[src/rtl/sdram_rom_arbiter_if.sv]
// Bundle of channel, IOCTL-download and SDRAM-controller signals around sdram_rom_arbiter.
// master = arbiter view, slave = surrounding system (caches, loader, SDRAM controller).
interface sdram_rom_arbiter_if #(
  parameter int unsigned NUM_CH = 4,
  parameter int unsigned ADDR_W = 23,
  parameter int unsigned DATA_W = 32
);
  logic [NUM_CH-1:0]        ch_req;
  logic [NUM_CH*ADDR_W-1:0] ch_addr;
  logic [NUM_CH-1:0]        ch_ack;
  logic [NUM_CH-1:0]        ch_valid;
  logic [NUM_CH-1:0]        ch_err;
  logic [DATA_W-1:0]        ch_data;

  logic [24:0]              ioctl_addr;
  logic [7:0]               ioctl_data;
  logic [15:0]              ioctl_index;
  logic                     ioctl_wr;
  logic                     ioctl_download;
  logic                     dl_overrun;
  logic                     busy;

  logic [ADDR_W-1:0]        sdram_addr;
  logic [DATA_W-1:0]        sdram_data;
  logic                     sdram_we;
  logic                     sdram_req;
  logic                     sdram_ack;
  logic                     sdram_valid;
  logic [DATA_W-1:0]        sdram_q;

  modport master (
    input  ch_req, ch_addr, ioctl_addr, ioctl_data, ioctl_index, ioctl_wr, ioctl_download,
           sdram_ack, sdram_valid, sdram_q,
    output ch_ack, ch_valid, ch_err, ch_data, dl_overrun, busy, sdram_addr, sdram_data,
           sdram_we, sdram_req
  );

  modport slave (
    output ch_req, ch_addr, ioctl_addr, ioctl_data, ioctl_index, ioctl_wr, ioctl_download,
           sdram_ack, sdram_valid, sdram_q,
    input  ch_ack, ch_valid, ch_err, ch_data, dl_overrun, busy, sdram_addr, sdram_data,
           sdram_we, sdram_req
  );
endinterface

[src/rtl/sdram_rom_arbiter.sv]
// N-channel SDRAM ROM-fetch arbiter with read timeout and IOCTL download write path.
// Define ROUND_ROBIN_EN for round-robin channel fairness; default is fixed lowest-index priority.
module sdram_rom_arbiter #(
  parameter int unsigned NUM_CH   = 4,
  parameter int unsigned ADDR_W   = 23,
  parameter int unsigned DATA_W   = 32,
  parameter logic [15:0] DL_INDEX = 16'h0000,
  parameter int unsigned TIMEOUT  = 255
) (
  input  logic                clk_i,
  input  logic                reset_i,
  sdram_rom_arbiter_if.master bus_io
);
  localparam int unsigned Bytes  = DATA_W / 8;
  localparam int unsigned LaneW  = $clog2(Bytes);
  localparam int unsigned GrantW = (NUM_CH > 1) ? $clog2(NUM_CH) : 1;

  typedef enum logic [1:0] {StIdle, StRdIssue, StRdWait, StDl} state_e;

  state_e            state_q;
  logic [GrantW-1:0] grant_q;
  logic [15:0]       timer_q;
  logic [NUM_CH-1:0] ch_ack_q, ch_valid_q, ch_err_q;
  logic [DATA_W-1:0] ch_data_q, sdram_data_q, pack_q;
  logic [ADDR_W-1:0] sdram_addr_q, dl_addr_q;
  logic              sdram_req_q, sdram_we_q, dirty_q, overrun_q;
`ifdef ROUND_ROBIN_EN
  logic [GrantW-1:0] rr_ptr_q;
`endif

  // Channel selection: first requester found from the search start.
  logic [GrantW-1:0] win_idx, idx;
  logic              win_found;
  always_comb begin
    win_found = 1'b0;
    win_idx   = '0;
    idx       = '0;
    for (int k = 0; k < NUM_CH; k++) begin
`ifdef ROUND_ROBIN_EN
      idx = GrantW'((int'(rr_ptr_q) + k) % NUM_CH);
`else
      idx = GrantW'(k);
`endif
      if (!win_found && bus_io.ch_req[idx]) begin
        win_found = 1'b1;
        win_idx   = idx;
      end
    end
  end

  // Download byte packing; lane 0 lands in bits [7:0].
  logic [LaneW-1:0]  lane;
  logic [DATA_W-1:0] merged;
  logic [ADDR_W-1:0] word_addr;
  logic              wr_byte, top_lane, outstanding;
  always_comb begin
    lane   = bus_io.ioctl_addr[LaneW-1:0];
    merged = pack_q;
    merged[lane*8 +: 8] = bus_io.ioctl_data;
  end
  assign word_addr   = ADDR_W'(bus_io.ioctl_addr >> LaneW);
  assign wr_byte     = bus_io.ioctl_download & bus_io.ioctl_wr & (bus_io.ioctl_index == DL_INDEX);
  assign top_lane    = (lane == LaneW'(Bytes - 1));
  // A write issued earlier is still waiting unless acked this very cycle.
  assign outstanding = sdram_req_q & ~bus_io.sdram_ack;

  always_ff @(posedge clk_i) begin
    if (reset_i) begin
      state_q      <= StIdle;
      grant_q      <= '0;
      timer_q      <= '0;
      ch_ack_q     <= '0;
      ch_valid_q   <= '0;
      ch_err_q     <= '0;
      ch_data_q    <= '0;
      sdram_data_q <= '0;
      pack_q       <= '0;
      sdram_addr_q <= '0;
      dl_addr_q    <= '0;
      sdram_req_q  <= 1'b0;
      sdram_we_q   <= 1'b0;
      dirty_q      <= 1'b0;
      overrun_q    <= 1'b0;
`ifdef ROUND_ROBIN_EN
      rr_ptr_q     <= '0;
`endif
    end else begin
      ch_ack_q   <= '0;
      ch_valid_q <= '0;
      ch_err_q   <= '0;
      unique case (state_q)
        StIdle: begin
          if (bus_io.ioctl_download) begin
            state_q <= StDl;
          end else if (win_found) begin
            grant_q      <= win_idx;
            sdram_addr_q <= bus_io.ch_addr[win_idx*ADDR_W +: ADDR_W];
            sdram_we_q   <= 1'b0;
            sdram_req_q  <= 1'b1;
            state_q      <= StRdIssue;
          end
        end
        StRdIssue: begin
          if (bus_io.sdram_ack) begin
            sdram_req_q <= 1'b0;
            ch_ack_q    <= NUM_CH'(1) << grant_q;
            timer_q     <= '0;
            state_q     <= StRdWait;
`ifdef ROUND_ROBIN_EN
            rr_ptr_q    <= GrantW'((int'(grant_q) + 1) % NUM_CH);
`endif
          end
        end
        StRdWait: begin
          if (bus_io.sdram_valid) begin
            ch_data_q  <= bus_io.sdram_q;
            ch_valid_q <= NUM_CH'(1) << grant_q;
            state_q    <= StIdle;
          end else if (timer_q + 16'd1 == 16'(TIMEOUT)) begin
            ch_err_q <= NUM_CH'(1) << grant_q;
            state_q  <= StIdle;
          end else begin
            timer_q <= timer_q + 16'd1;
          end
        end
        StDl: begin
          if (sdram_req_q && bus_io.sdram_ack) begin
            sdram_req_q <= 1'b0;
            sdram_we_q  <= 1'b0;
          end
          if (bus_io.ioctl_download) begin
            if (wr_byte) begin
              if (top_lane) begin
                pack_q  <= '0;
                dirty_q <= 1'b0;
                if (outstanding) begin
                  overrun_q <= 1'b1;
                end else begin
                  sdram_addr_q <= word_addr;
                  sdram_data_q <= merged;
                  sdram_we_q   <= 1'b1;
                  sdram_req_q  <= 1'b1;
                end
              end else begin
                pack_q    <= merged;
                dirty_q   <= 1'b1;
                dl_addr_q <= word_addr;
              end
            end
          end else if (!outstanding) begin
            // Flush a partial word (unwritten lanes are zero), then return to idle.
            if (dirty_q) begin
              sdram_addr_q <= dl_addr_q;
              sdram_data_q <= pack_q;
              sdram_we_q   <= 1'b1;
              sdram_req_q  <= 1'b1;
              pack_q       <= '0;
              dirty_q      <= 1'b0;
            end else begin
              state_q <= StIdle;
            end
          end
        end
        default: state_q <= StIdle;
      endcase
    end
  end

  assign bus_io.ch_ack     = ch_ack_q;
  assign bus_io.ch_valid   = ch_valid_q;
  assign bus_io.ch_err     = ch_err_q;
  assign bus_io.ch_data    = ch_data_q;
  assign bus_io.dl_overrun = overrun_q;
  assign bus_io.busy       = (state_q != StIdle);
  assign bus_io.sdram_addr = sdram_addr_q;
  assign bus_io.sdram_data = sdram_data_q;
  assign bus_io.sdram_we   = sdram_we_q;
  assign bus_io.sdram_req  = sdram_req_q;
endmodule
[src/flat_wrapper.sv]
// flat-port wrapper written by rule: the top's interface ports become plain ports
module sdram_rom_arbiter_flat 
#(
  parameter int unsigned NUM_CH   = 4,
  parameter int unsigned ADDR_W   = 23,
  parameter int unsigned DATA_W   = 32,
  parameter logic [15:0] DL_INDEX = 16'h0000,
  parameter int unsigned TIMEOUT  = 255
)
  (clk_i, reset_i, bus_io_ch_req, bus_io_ch_addr, bus_io_ioctl_addr, bus_io_ioctl_data, bus_io_ioctl_index, bus_io_ioctl_wr, bus_io_ioctl_download, bus_io_sdram_ack, bus_io_sdram_valid, bus_io_sdram_q, bus_io_ch_ack, bus_io_ch_valid, bus_io_ch_err, bus_io_ch_data, bus_io_dl_overrun, bus_io_busy, bus_io_sdram_addr, bus_io_sdram_data, bus_io_sdram_we, bus_io_sdram_req);
  sdram_rom_arbiter_if #(.NUM_CH(NUM_CH), .ADDR_W(ADDR_W), .DATA_W(DATA_W)) bus_io_i ();
  input  logic clk_i;
  input  logic reset_i;
  input wire logic [$bits(bus_io_i.ch_req)-1:0] bus_io_ch_req;
  input wire logic [$bits(bus_io_i.ch_addr)-1:0] bus_io_ch_addr;
  input wire logic [$bits(bus_io_i.ioctl_addr)-1:0] bus_io_ioctl_addr;
  input wire logic [$bits(bus_io_i.ioctl_data)-1:0] bus_io_ioctl_data;
  input wire logic [$bits(bus_io_i.ioctl_index)-1:0] bus_io_ioctl_index;
  input wire logic [$bits(bus_io_i.ioctl_wr)-1:0] bus_io_ioctl_wr;
  input wire logic [$bits(bus_io_i.ioctl_download)-1:0] bus_io_ioctl_download;
  input wire logic [$bits(bus_io_i.sdram_ack)-1:0] bus_io_sdram_ack;
  input wire logic [$bits(bus_io_i.sdram_valid)-1:0] bus_io_sdram_valid;
  input wire logic [$bits(bus_io_i.sdram_q)-1:0] bus_io_sdram_q;
  output wire logic [$bits(bus_io_i.ch_ack)-1:0] bus_io_ch_ack;
  output wire logic [$bits(bus_io_i.ch_valid)-1:0] bus_io_ch_valid;
  output wire logic [$bits(bus_io_i.ch_err)-1:0] bus_io_ch_err;
  output wire logic [$bits(bus_io_i.ch_data)-1:0] bus_io_ch_data;
  output wire logic [$bits(bus_io_i.dl_overrun)-1:0] bus_io_dl_overrun;
  output wire logic [$bits(bus_io_i.busy)-1:0] bus_io_busy;
  output wire logic [$bits(bus_io_i.sdram_addr)-1:0] bus_io_sdram_addr;
  output wire logic [$bits(bus_io_i.sdram_data)-1:0] bus_io_sdram_data;
  output wire logic [$bits(bus_io_i.sdram_we)-1:0] bus_io_sdram_we;
  output wire logic [$bits(bus_io_i.sdram_req)-1:0] bus_io_sdram_req;
  assign bus_io_i.ch_req = bus_io_ch_req;
  assign bus_io_i.ch_addr = bus_io_ch_addr;
  assign bus_io_i.ioctl_addr = bus_io_ioctl_addr;
  assign bus_io_i.ioctl_data = bus_io_ioctl_data;
  assign bus_io_i.ioctl_index = bus_io_ioctl_index;
  assign bus_io_i.ioctl_wr = bus_io_ioctl_wr;
  assign bus_io_i.ioctl_download = bus_io_ioctl_download;
  assign bus_io_i.sdram_ack = bus_io_sdram_ack;
  assign bus_io_i.sdram_valid = bus_io_sdram_valid;
  assign bus_io_i.sdram_q = bus_io_sdram_q;
  assign bus_io_ch_ack = bus_io_i.ch_ack;
  assign bus_io_ch_valid = bus_io_i.ch_valid;
  assign bus_io_ch_err = bus_io_i.ch_err;
  assign bus_io_ch_data = bus_io_i.ch_data;
  assign bus_io_dl_overrun = bus_io_i.dl_overrun;
  assign bus_io_busy = bus_io_i.busy;
  assign bus_io_sdram_addr = bus_io_i.sdram_addr;
  assign bus_io_sdram_data = bus_io_i.sdram_data;
  assign bus_io_sdram_we = bus_io_i.sdram_we;
  assign bus_io_sdram_req = bus_io_i.sdram_req;
  sdram_rom_arbiter #(.NUM_CH(NUM_CH), .ADDR_W(ADDR_W), .DATA_W(DATA_W), .DL_INDEX(DL_INDEX), .TIMEOUT(TIMEOUT)) u_core (.clk_i(clk_i), .reset_i(reset_i), .bus_io(bus_io_i));
endmodule
[config.mk]
export PLATFORM = sky130hd
export DESIGN_NAME = sdram_rom_arbiter_flat
export DESIGN_NICKNAME = d
export VERILOG_FILES = /design/src/rtl/sdram_rom_arbiter_if.sv /design/src/rtl/sdram_rom_arbiter.sv /design/src/flat_wrapper.sv
export SDC_FILE = /design/constraint.sdc
export NUM_CORES = 1
export LEC_CHECK = 0
export BUFFER_PORTS_ARGS = -buffer_cell sky130_fd_sc_hd__buf_2
export CAP_MARGIN = 20
export CORE_UTILIZATION = 45
export CTS_CLUSTER_DIAMETER = 200
export DETAILED_ROUTE_END_ITERATION = 7
export GPL_ROUTABILITY_DRIVEN = 1
export PLACE_DENSITY = 0.72
export SLEW_MARGIN = 20
export SYNTH_ARGS = -nofsm -noshare
export SYNTH_HDL_FRONTEND = slang
export SYNTH_SLANG_ARGS = --single-unit
[constraint.sdc]
create_clock -name clk_i -period 3.9 [get_ports clk_i]
set_clock_uncertainty 0.05 [all_clocks]
set_input_delay 0.78 -clock clk_i [delete_from_list [all_inputs] [get_ports clk_i]]
set_output_delay 0.78 -clock clk_i [all_outputs]
set_load 0.05 [all_outputs]
==> results.sh, run 1 <==
export IMPL_insertion_delay_ns=0.43
export IMPL_postCtsHoldBufs=0
export IMPL_r2r_end="u_core.timer_q[15]"
export IMPL_fp_dieW_um=141
export IMPL_syn_area_mm2=0.00867
export IMPL_hold_viol=0
export IMPL_tightest_slew_ns=0.750
export IMPL_avgSynthCellArea_um2=8.28
export IMPL_critPathCaptureType="register"
export IMPL_wl_per_cell_um=16.0
export IMPL_finalNetCount=1488
export IMPL_rrSetupSlack_ns=1.34
export IMPL_root_buffer="clkbuf_16"
export IMPL_antenna_found_initial=5
export IMPL_dieHeight_um=141
export IMPL_drive_above_1_share=0.295
export IMPL_mostFrequentLayoutCells="buf_2, nand2_1, dfxtp_1"
export IMPL_final_common_cell="buf_2"
export IMPL_wl_um=24700
export IMPL_drv_slew=0
export IMPL_grt_pass1_wl_um=39200
export IMPL_io_buffer_count=285
export IMPL_postCtsResizedCells=0
export IMPL_hpwlAfterDp_um=17600
export IMPL_synth_edf_count=0
export IMPL_timing_rr_start="u_core.timer_q[2]"
export IMPL_viasPerCell=5.43
export IMPL_startpoint="bus_io_ioctl_index[10]"
export IMPL_yosys_top_cells_area="dfxtp_1, a21oi_1, nand2_1"
export IMPL_yosysSeqAreaShare=0.411
export IMPL_syn_num_nets=1238
export IMPL_place_congestion=0.842
export IMPL_cellLeakagePower_nw=4.53
export IMPL_drc=0
export IMPL_cts_buffers=17
export IMPL_clockBufferDepth=2
export IMPL_maxCapViolations=0
export IMPL_finalSetupViolCount=0
export IMPL_path_class="in -> reg"
export IMPL_synth_top_area_frac=0.411
export IMPL_holdPathStages=2
export IMPL_cp_max_fo=32
export IMPL_period_share=0.671
export IMPL_drt_iter0_drc=442
export IMPL_htreeDepth=4
export IMPL_cts_sinks=178
export IMPL_placed_area_mm2=0.0103
export IMPL_cts_setup_buffers=0
export IMPL_ys_flop_type="dfxtp_1"
export IMPL_max_freq_ghz=0.382
export IMPL_die_area_mm2=0.0198
export IMPL_path_clk_slew_ns=0.07
export IMPL_cts_tree="yes"
export IMPL_drt_pass1_iterations=5
export IMPL_synth_cell_types=57
export IMPL_ys_warn_count=0
export IMPL_grt_max_degree=72
export IMPL_power_density_mw_per_mm2=393
export IMPL_cp_start_kind="input pin"
export IMPL_synth_cells=1047
export IMPL_min_period_ns=2.62
export IMPL_via_count=8389
export IMPL_grt_overflow=0
export IMPL_ios=286
export IMPL_grt_pass1_vias=7807
export IMPL_yosys_area_top_type="dfxtp_1"
export IMPL_synth_seq_cells=178
export IMPL_areaGrowthSynthToFinish_pct=26.0
export IMPL_tns_ns=0
export IMPL_min_path_type="reg -> reg"
export IMPL_rsz0062_at_grt="no"
export IMPL_min_delay_start="u_core.bus_io.sdram_data[19]"
export IMPL_core_area_mm2=0.0188
export IMPL_start_util=0.462
export IMPL_ant_nets=0
export IMPL_async_flop_share=0
export IMPL_worstPathArrival_ns=2.92
export IMPL_outcome="finished clean"
export IMPL_placementRows=50
export IMPL_r2r_cells=7
export IMPL_relSlewSlack=0.500
export IMPL_peakVddDrop_mv=0.305
export IMPL_crit_required_ns=4.21
export IMPL_grt_usage=0.249
export IMPL_holdPathEnd="u_core.bus_io.sdram_data[19]"
export IMPL_final_area_mm2=0.0109
==> how the worst max path moves through the flow <==
stage	to	cells past startpoint
after floorplan	u_core.pack_q[10]	7
after global placement	u_core.bus_io.sdram_addr[17]	7
after detailed placement	u_core.bus_io.sdram_addr[21]	7
after CTS	u_core.bus_io.sdram_addr[22]	7
after global routing	u_core.timer_q[15]	7
final	u_core.bus_io.sdram_data[5]	7
==> per-stage QoR <==
stage	worst slack (ns)	power [W]	hold WS, ns	util	cells
floorplan	1.26	0.00236	0.381	-	1047
global placement	0.865	0.00258	0.387	0.548	1511
detailed placement	0.812	0.00259	0.392	0.548	1511
CTS	1.20	0.00431	0.401	0.580	1543
global route	1.10	0.00445	0.413	0.582	1545
finish	1.28	0.00429	0.398	0.582	1546
==> cell usage after synthesis, types with 17 or more instances <==
cell and n:
mux4_2 23, clkbuf_1 55, dfxtp_1 178, a211oi_1 23, nor3_1 17, nor2_1 137, nor2b_1 34, mux2i_1 59
o211ai_1 32, nand2_1 197, a21oi_1 154
==> area by class of cell <==
| cell class | instances | area [µm²] |
|---|---|---|
| clock buffers | 19 | 453 |
| well taps | 234 | 293 |
| flip-flops and latches | 178 | 3560 |
| fillers | 1713 | 7850 |
| clock inverters | 13 | 150 |
| multi-input cells | 780 | 4770 |
| repair buffers | 306 | 1630 |
| diodes | 2 | 5.00 |
| inverters | 14 | 52.6 |
==> critical path, cell delays in order <==
cell and delay, ns:
buf_2 0.09, or4_1 0.59, o41ai_2 0.59, and2_0 0.20, buf_4 0.33, o211ai_1 0.14
a21oi_1 0.18
==> power by group <==
group / internal [W] / switching, W
logic: 0.000233 / 0.000428
registers: 0.00186 / 0.0000318
clock network: 0.000988 / 0.000750
total: 0.00308 / 0.00121
==> kinds of logic (layout without fill, tap and decap cells) <==
group	count (synthesis)	after routing	share of synthesized area
AO/OA/AOI/OAI	241	241	0.173
XOR/XNOR	8	8	0.00808
adder cells (fa/ha/maj)	8	8	0.0115
buffers and inverters	89	352	0.0436
flip-flops	178	178	0.411
multiplexers	82	82	0.128
other	0	2	0
AND/OR/NAND/NOR	441	441	0.225
==> state kept, by name, indices dropped and copies added, names as in the netlist, 4 cells and up <==
| signal | count |
|---|---|
| u_core.bus_io.ch_err | 4 |
| u_core.bus_io.ch_data | 32 |
| u_core.pack_q | 32 |
| u_core.dl_addr_q | 23 |
| u_core.timer_q | 16 |
| u_core.bus_io.ch_valid | 4 |
| u_core.bus_io.ch_ack | 4 |
| u_core.bus_io.sdram_data | 32 |
| u_core.bus_io.sdram_addr | 23 |
==> layer usage <==
| metal | routed length (µm) | vias to the layer above | global-route usage |
|---|---|---|---|
| met3 | 1510 | 49 | 0.0662 |
| li1 | - | 4146 | - |
| met5 | 27 | - | 0 |
| met1 | 10100 | 3931 | 0.291 |
| met2 | 12300 | 259 | 0.430 |
| met4 | 719 | 4 | 0.106 |
Note: power is estimated with default switching activity, not from simulation.
==> run 2, diff against run 1 <==
--- a/config.mk
+++ b/config.mk
@@ -11,7 +11,7 @@
 export CTS_CLUSTER_DIAMETER = 200
 export DETAILED_ROUTE_END_ITERATION = 7
 export GPL_ROUTABILITY_DRIVEN = 1
-export PLACE_DENSITY = 0.72
+export PLACE_DENSITY = 0.75
 export SLEW_MARGIN = 20
 export SYNTH_ARGS = -nofsm -noshare
 export SYNTH_HDL_FRONTEND = slang
==> constraint.sdc (replaced) <==
create_clock -name clk_i -period 2.4 [get_ports clk_i]
set_clock_uncertainty 0.05 [all_clocks]
set_input_delay 0.48 -clock clk_i [delete_from_list [all_inputs] [get_ports clk_i]]
set_output_delay 0.48 -clock clk_i [all_outputs]
set_load 0.05 [all_outputs]
==> results.sh, run 2 (synthesized netlist as in run 1, its figures left out) <==
export IMPL_mostFrequentLayoutCells="buf_2, nand2_1, dfxtp_1"
export IMPL_grt_usage=0.249
export IMPL_ios=286
export IMPL_postCtsHoldBufs=0
export IMPL_hpwlAfterDp_um=17600
export IMPL_critPathCaptureType="register"
export IMPL_crit_required_ns=2.70
export IMPL_wl_um=25100
export IMPL_insertion_delay_ns=0.44
export IMPL_ant_nets=0
export IMPL_fp_dieW_um=141
export IMPL_drt_pass1_iterations=6
export IMPL_placementRows=50
export IMPL_antenna_found_initial=3
export IMPL_via_count=8436
export IMPL_cts_buffers=17
export IMPL_htreeDepth=4
export IMPL_finalSetupViolCount=0
export IMPL_period_share=0.949
export IMPL_relSlewSlack=0.605
export IMPL_grt_max_degree=119
export IMPL_drt_iter0_drc=548
export IMPL_core_area_mm2=0.0188
export IMPL_min_path_type="in -> reg"
export IMPL_wl_per_cell_um=15.9
export IMPL_maxCapViolations=0
export IMPL_peakVddDrop_mv=0.492
export IMPL_viasPerCell=5.35
export IMPL_die_area_mm2=0.0198
export IMPL_cts_sinks=178
export IMPL_tightest_slew_ns=0.592
export IMPL_n_antenna_cell=0
export IMPL_outcome="finished clean"
export IMPL_hold_viol=0
export IMPL_drv_slew=0
export IMPL_cellLeakagePower_nw=4.77
export IMPL_cp_max_fo=8
export IMPL_power_density_mw_per_mm2=638
export IMPL_min_period_ns=2.28
export IMPL_start_util=0.462
export IMPL_worstPathArrival_ns=2.57
export IMPL_final_common_cell="buf_2"
export IMPL_io_buffer_count=285
export IMPL_path_class="reg -> reg"
export IMPL_root_buffer="clkbuf_16"
export IMPL_final_util=0.603
export IMPL_drive_above_1_share=0.317
export IMPL_cts_setup_buffers=0
export IMPL_dieHeight_um=141
export IMPL_grt_pass1_wl_um=39200
export IMPL_finalNetCount=1520
export IMPL_p_total_w=0.00722
export IMPL_place_congestion=0.831
export IMPL_clockBufferDepth=2
export IMPL_max_freq_ghz=0.439
export IMPL_grt_overflow=0
export IMPL_path_clk_slew_ns=0.07
export IMPL_grt_pass1_vias=7874
export IMPL_cts_tree="yes"
export IMPL_cp_start_kind="register"
export IMPL_areaGrowthSynthToFinish_pct=30.6
export IMPL_drc=0
==> run 2: cell types whose count changed in the layout (fill, tap and decap cells not counted), moves of 2 or more <==
cell and change:
diode_2 -2, clkinv_4 -2, inv_6 +2, dfxtp_1 -3, clkinvlp_4 -3, buf_12 +9
buf_4 +23, dfxtp_2 +3
==> run 2: report_power, final <==
group	switching (W)	leakage [nW]	internal, W	total (W)
Sequential	0.0000464	1.44	0.00302	0.00307
Combinational	0.000717	3.02	0.000414	0.00113
Clock	0.00127	0.309	0.00176	0.00302
Total	0.00203	4.77	0.00519	0.00722
==> run 2: repair_timing <==
action | CTS | global route
setup endpoints to repair | 0 | 16
hold endpoints to repair | 0 | 0
resized for setup | 0 | 10
==> run 2: final timing paths <==
path                           startpoint                           end  slack (ns)  cells after the start
max                     u_core.timer_q[1]            u_core.timer_q[10]        0.12                      8
min                    bus_io_sdram_q[21]     u_core.bus_io.ch_data[21]        0.23                      3
max reg2reg             u_core.timer_q[1]            u_core.timer_q[10]        0.12                      8
min reg2reg  u_core.bus_io.sdram_data[16]  u_core.bus_io.sdram_data[16]        0.40                      2
==> run 2: layer usage <==
layer  GRT usage  part of all wire  vias up
met3      0.0499             0.055       34
met2       0.441              0.51      250
li1            -                 -     4215
met4      0.0864             0.018        6
met1       0.299              0.42     3931
met5           0            0.0012        -
==> run 2: worst max-delay path, cell delays in order (launching register included) <==
cell and delay, ns:
dfxtp_2 0.35, buf_4 0.12, nand3_2 0.10, xor2_1 0.15, or4_4 0.44, nor4_4 0.33
nand3_2 0.17, a21bo_4 0.31, o221ai_1 0.18
==> run 2: stage by stage <==
stage / hold WS, ns / area (µm²) / setup TNS [ns] / instances / setup WS, ns
after floorplan: 0.381 / 8670 / 0 / 1047 / 0.0572
after global placement: 0.385 / 10600 / -4.40 / 1543 / -0.0807
after detailed placement: 0.392 / 10600 / -8.18 / 1543 / -0.162
after CTS: 0.214 / 11300 / 0 / 1575 / 0.0388
after global routing: 0.232 / 11300 / -0.0185 / 1576 / -0.0185
final: 0.230 / 11300 / 0 / 1576 / 0.122
==> run 2: final cells by class <==
type	instances	area (µm²)
multi-input combinational	781	4820
sequential	178	3570
fill	1669	7440
clock inverter	11	164
timing repair buffer	337	1960
clock buffer	21	470
tap	234	293
inverter	14	52.6
==> run 3, diff against run 2 <==
--- a/config.mk
+++ b/config.mk
@@ -8,6 +8,7 @@
 export BUFFER_PORTS_ARGS = -buffer_cell sky130_fd_sc_hd__buf_2
 export CAP_MARGIN = 20
 export CORE_UTILIZATION = 45
+export CTS_BUF_LIST = sky130_fd_sc_hd__clkbuf_4
 export CTS_CLUSTER_DIAMETER = 200
 export DETAILED_ROUTE_END_ITERATION = 7
 export GPL_ROUTABILITY_DRIVEN = 1
==> results.sh, run 3 (synthesized netlist as in run 1, its figures left out) <==
export IMPL_outcome="finished clean"
export IMPL_insertion_delay_ns=0.58
export IMPL_min_path_type="in -> reg"
export IMPL_finalSetupViolCount=0
export IMPL_crit_family="simple AND/OR/NAND/NOR gates"
export IMPL_max_freq_ghz=0.436
export IMPL_grt_max_degree=119
export IMPL_placementRows=50
export IMPL_fp_dieW_um=141
export IMPL_wl_per_cell_um=15.8
export IMPL_areaGrowthSynthToFinish_pct=26.9
export IMPL_core_area_mm2=0.0188
export IMPL_cts_buffers=17
export IMPL_htreeDepth=4
export IMPL_path_class="reg -> reg"
export IMPL_cpMostUsedCell="nand3_2"
export IMPL_ant_nets=0
export IMPL_root_buffer="clkbuf_4"
export IMPL_postCtsHoldBufs=0
export IMPL_min_period_ns=2.29
export IMPL_mostFrequentLayoutCells="buf_2, nand2_1, dfxtp_1"
export IMPL_via_count=8441
export IMPL_crit_required_ns=2.85
export IMPL_cpPeakStageDelay_ns=0.44
export IMPL_io_buffer_count=285
export IMPL_grt_pass1_vias=7858
export IMPL_drt_iter0_drc=493
export IMPL_final_common_cell="buf_2"
export IMPL_die_area_mm2=0.0198
export IMPL_tightest_slew_ns=0.572
export IMPL_start_util=0.462
export IMPL_worstPathArrival_ns=2.75
export IMPL_cts_setup_buffers=0
export IMPL_maxCapViolations=0
export IMPL_cp_cell_sequence="buf_4, nand3_2, xor2_1, or4_4, nor4_4, nand3_2, a21bo_2, a31oi_1"
export IMPL_cp_start_kind="register"
export IMPL_cts_sinks=178
export IMPL_critPathBufInv=1
export IMPL_ios=286
export IMPL_tns_ns=0
export IMPL_peakVddDrop_mv=0.333
export IMPL_power_density_mw_per_mm2=552
export IMPL_final_util=0.586
export IMPL_relSlewSlack=0.618
export IMPL_rrSetupSlack_ns=0.11
export IMPL_wl_um=24900
export IMPL_finalNetCount=1520
export IMPL_cpMaxStageDelayCell="or4_4"
export IMPL_drc=0
export IMPL_grt_usage=0.248
export IMPL_dieHeight_um=141
export IMPL_viasPerCell=5.35
export IMPL_drt_pass1_iterations=6
export IMPL_antenna_found_initial=4
export IMPL_hpwlAfterDp_um=17600
export IMPL_drv_slew=0
export IMPL_hold_viol=0
export IMPL_grt_pass1_wl_um=39100
export IMPL_path_clk_slew_ns=0.16
export IMPL_clockBufferDepth=2
export IMPL_cp_max_fo=7
export IMPL_cts_tree="yes"
export IMPL_cellLeakagePower_nw=4.63
export IMPL_drive_above_1_share=0.316
export IMPL_critPathCaptureType="register"
export IMPL_place_congestion=0.831
export IMPL_period_share=0.956
export IMPL_grt_overflow=0
==> run 3: per-layer routing <==
| metal | up-vias | routed length, µm | track usage |
|---|---|---|---|
| li1 | 4209 | - | - |
| met1 | 3937 | 10300 | 0.301 |
| met2 | 258 | 12700 | 0.433 |
| met3 | 33 | 1470 | 0.0608 |
| met4 | 4 | 400 | 0.0749 |
| met5 | - | 20 | 0 |
==> run 3: stage by stage <==
stage / total power (W) / instance area, µm² / hold slack, ns / worst slack, ns / instances
after CTS: 0.00611 / 10900 / 0.0307 / 0.0166 / 1575
after global routing: 0.00633 / 11000 / 0.0213 / -0.0182 / 1578
after global placement: 0.00424 / 10600 / 0.385 / -0.0807 / 1543
after detailed placement: 0.00426 / 10600 / 0.392 / -0.162 / 1543
final: 0.00607 / 11000 / 0.0670 / 0.105 / 1578
after floorplan: 0.00384 / 8670 / 0.381 / 0.0572 / 1047
==> run 3: final timing paths <==
kind                                                     end                    startpoint  cells past startpoint
worst max-delay path                       u_core.timer_q[3]             u_core.timer_q[1]                      8
worst min-delay path                u_core.bus_io.ch_data[3]             bus_io_sdram_q[3]                      3
worst max register to register             u_core.timer_q[3]             u_core.timer_q[1]                      8
worst min register to register  u_core.bus_io.sdram_data[16]  u_core.bus_io.sdram_data[16]                      2
==> run 3: layout make-up <==
type,count,area (µm²)
fill,1737,7770
inverter,14,52.6
tap,234,293
clock inverter,14,175
clock buffer,18,135
sequential,178,3570
multi-input combinational,781,4810
timing repair buffer,337,1960
antenna,2,5.00
==> run 3: report_power, final <==
| group | switching, W | internal (W) | leakage [nW] |
|---|---|---|---|
| Sequential | 0.0000467 | 0.00303 | 1.44 |
| Clock | 0.00112 | 0.000754 | 0.164 |
| Combinational | 0.000715 | 0.000412 | 3.02 |
==> run 3: repair_timing <==
action / in CTS / in global routing
resized for setup: 0 / 10
endpoints found under the hold margin: 0 / 0
setup endpoints to repair: 0 / 16
==> run 3: worst reg2reg max path: stages (launching register included) <==
cell	delay, ns
dfxtp_2	0.38
buf_4	0.12
nand3_2	0.10
xor2_1	0.15
or4_4	0.44
nor4_4	0.33
nand3_2	0.15
a21bo_2	0.33
a31oi_1	0.17
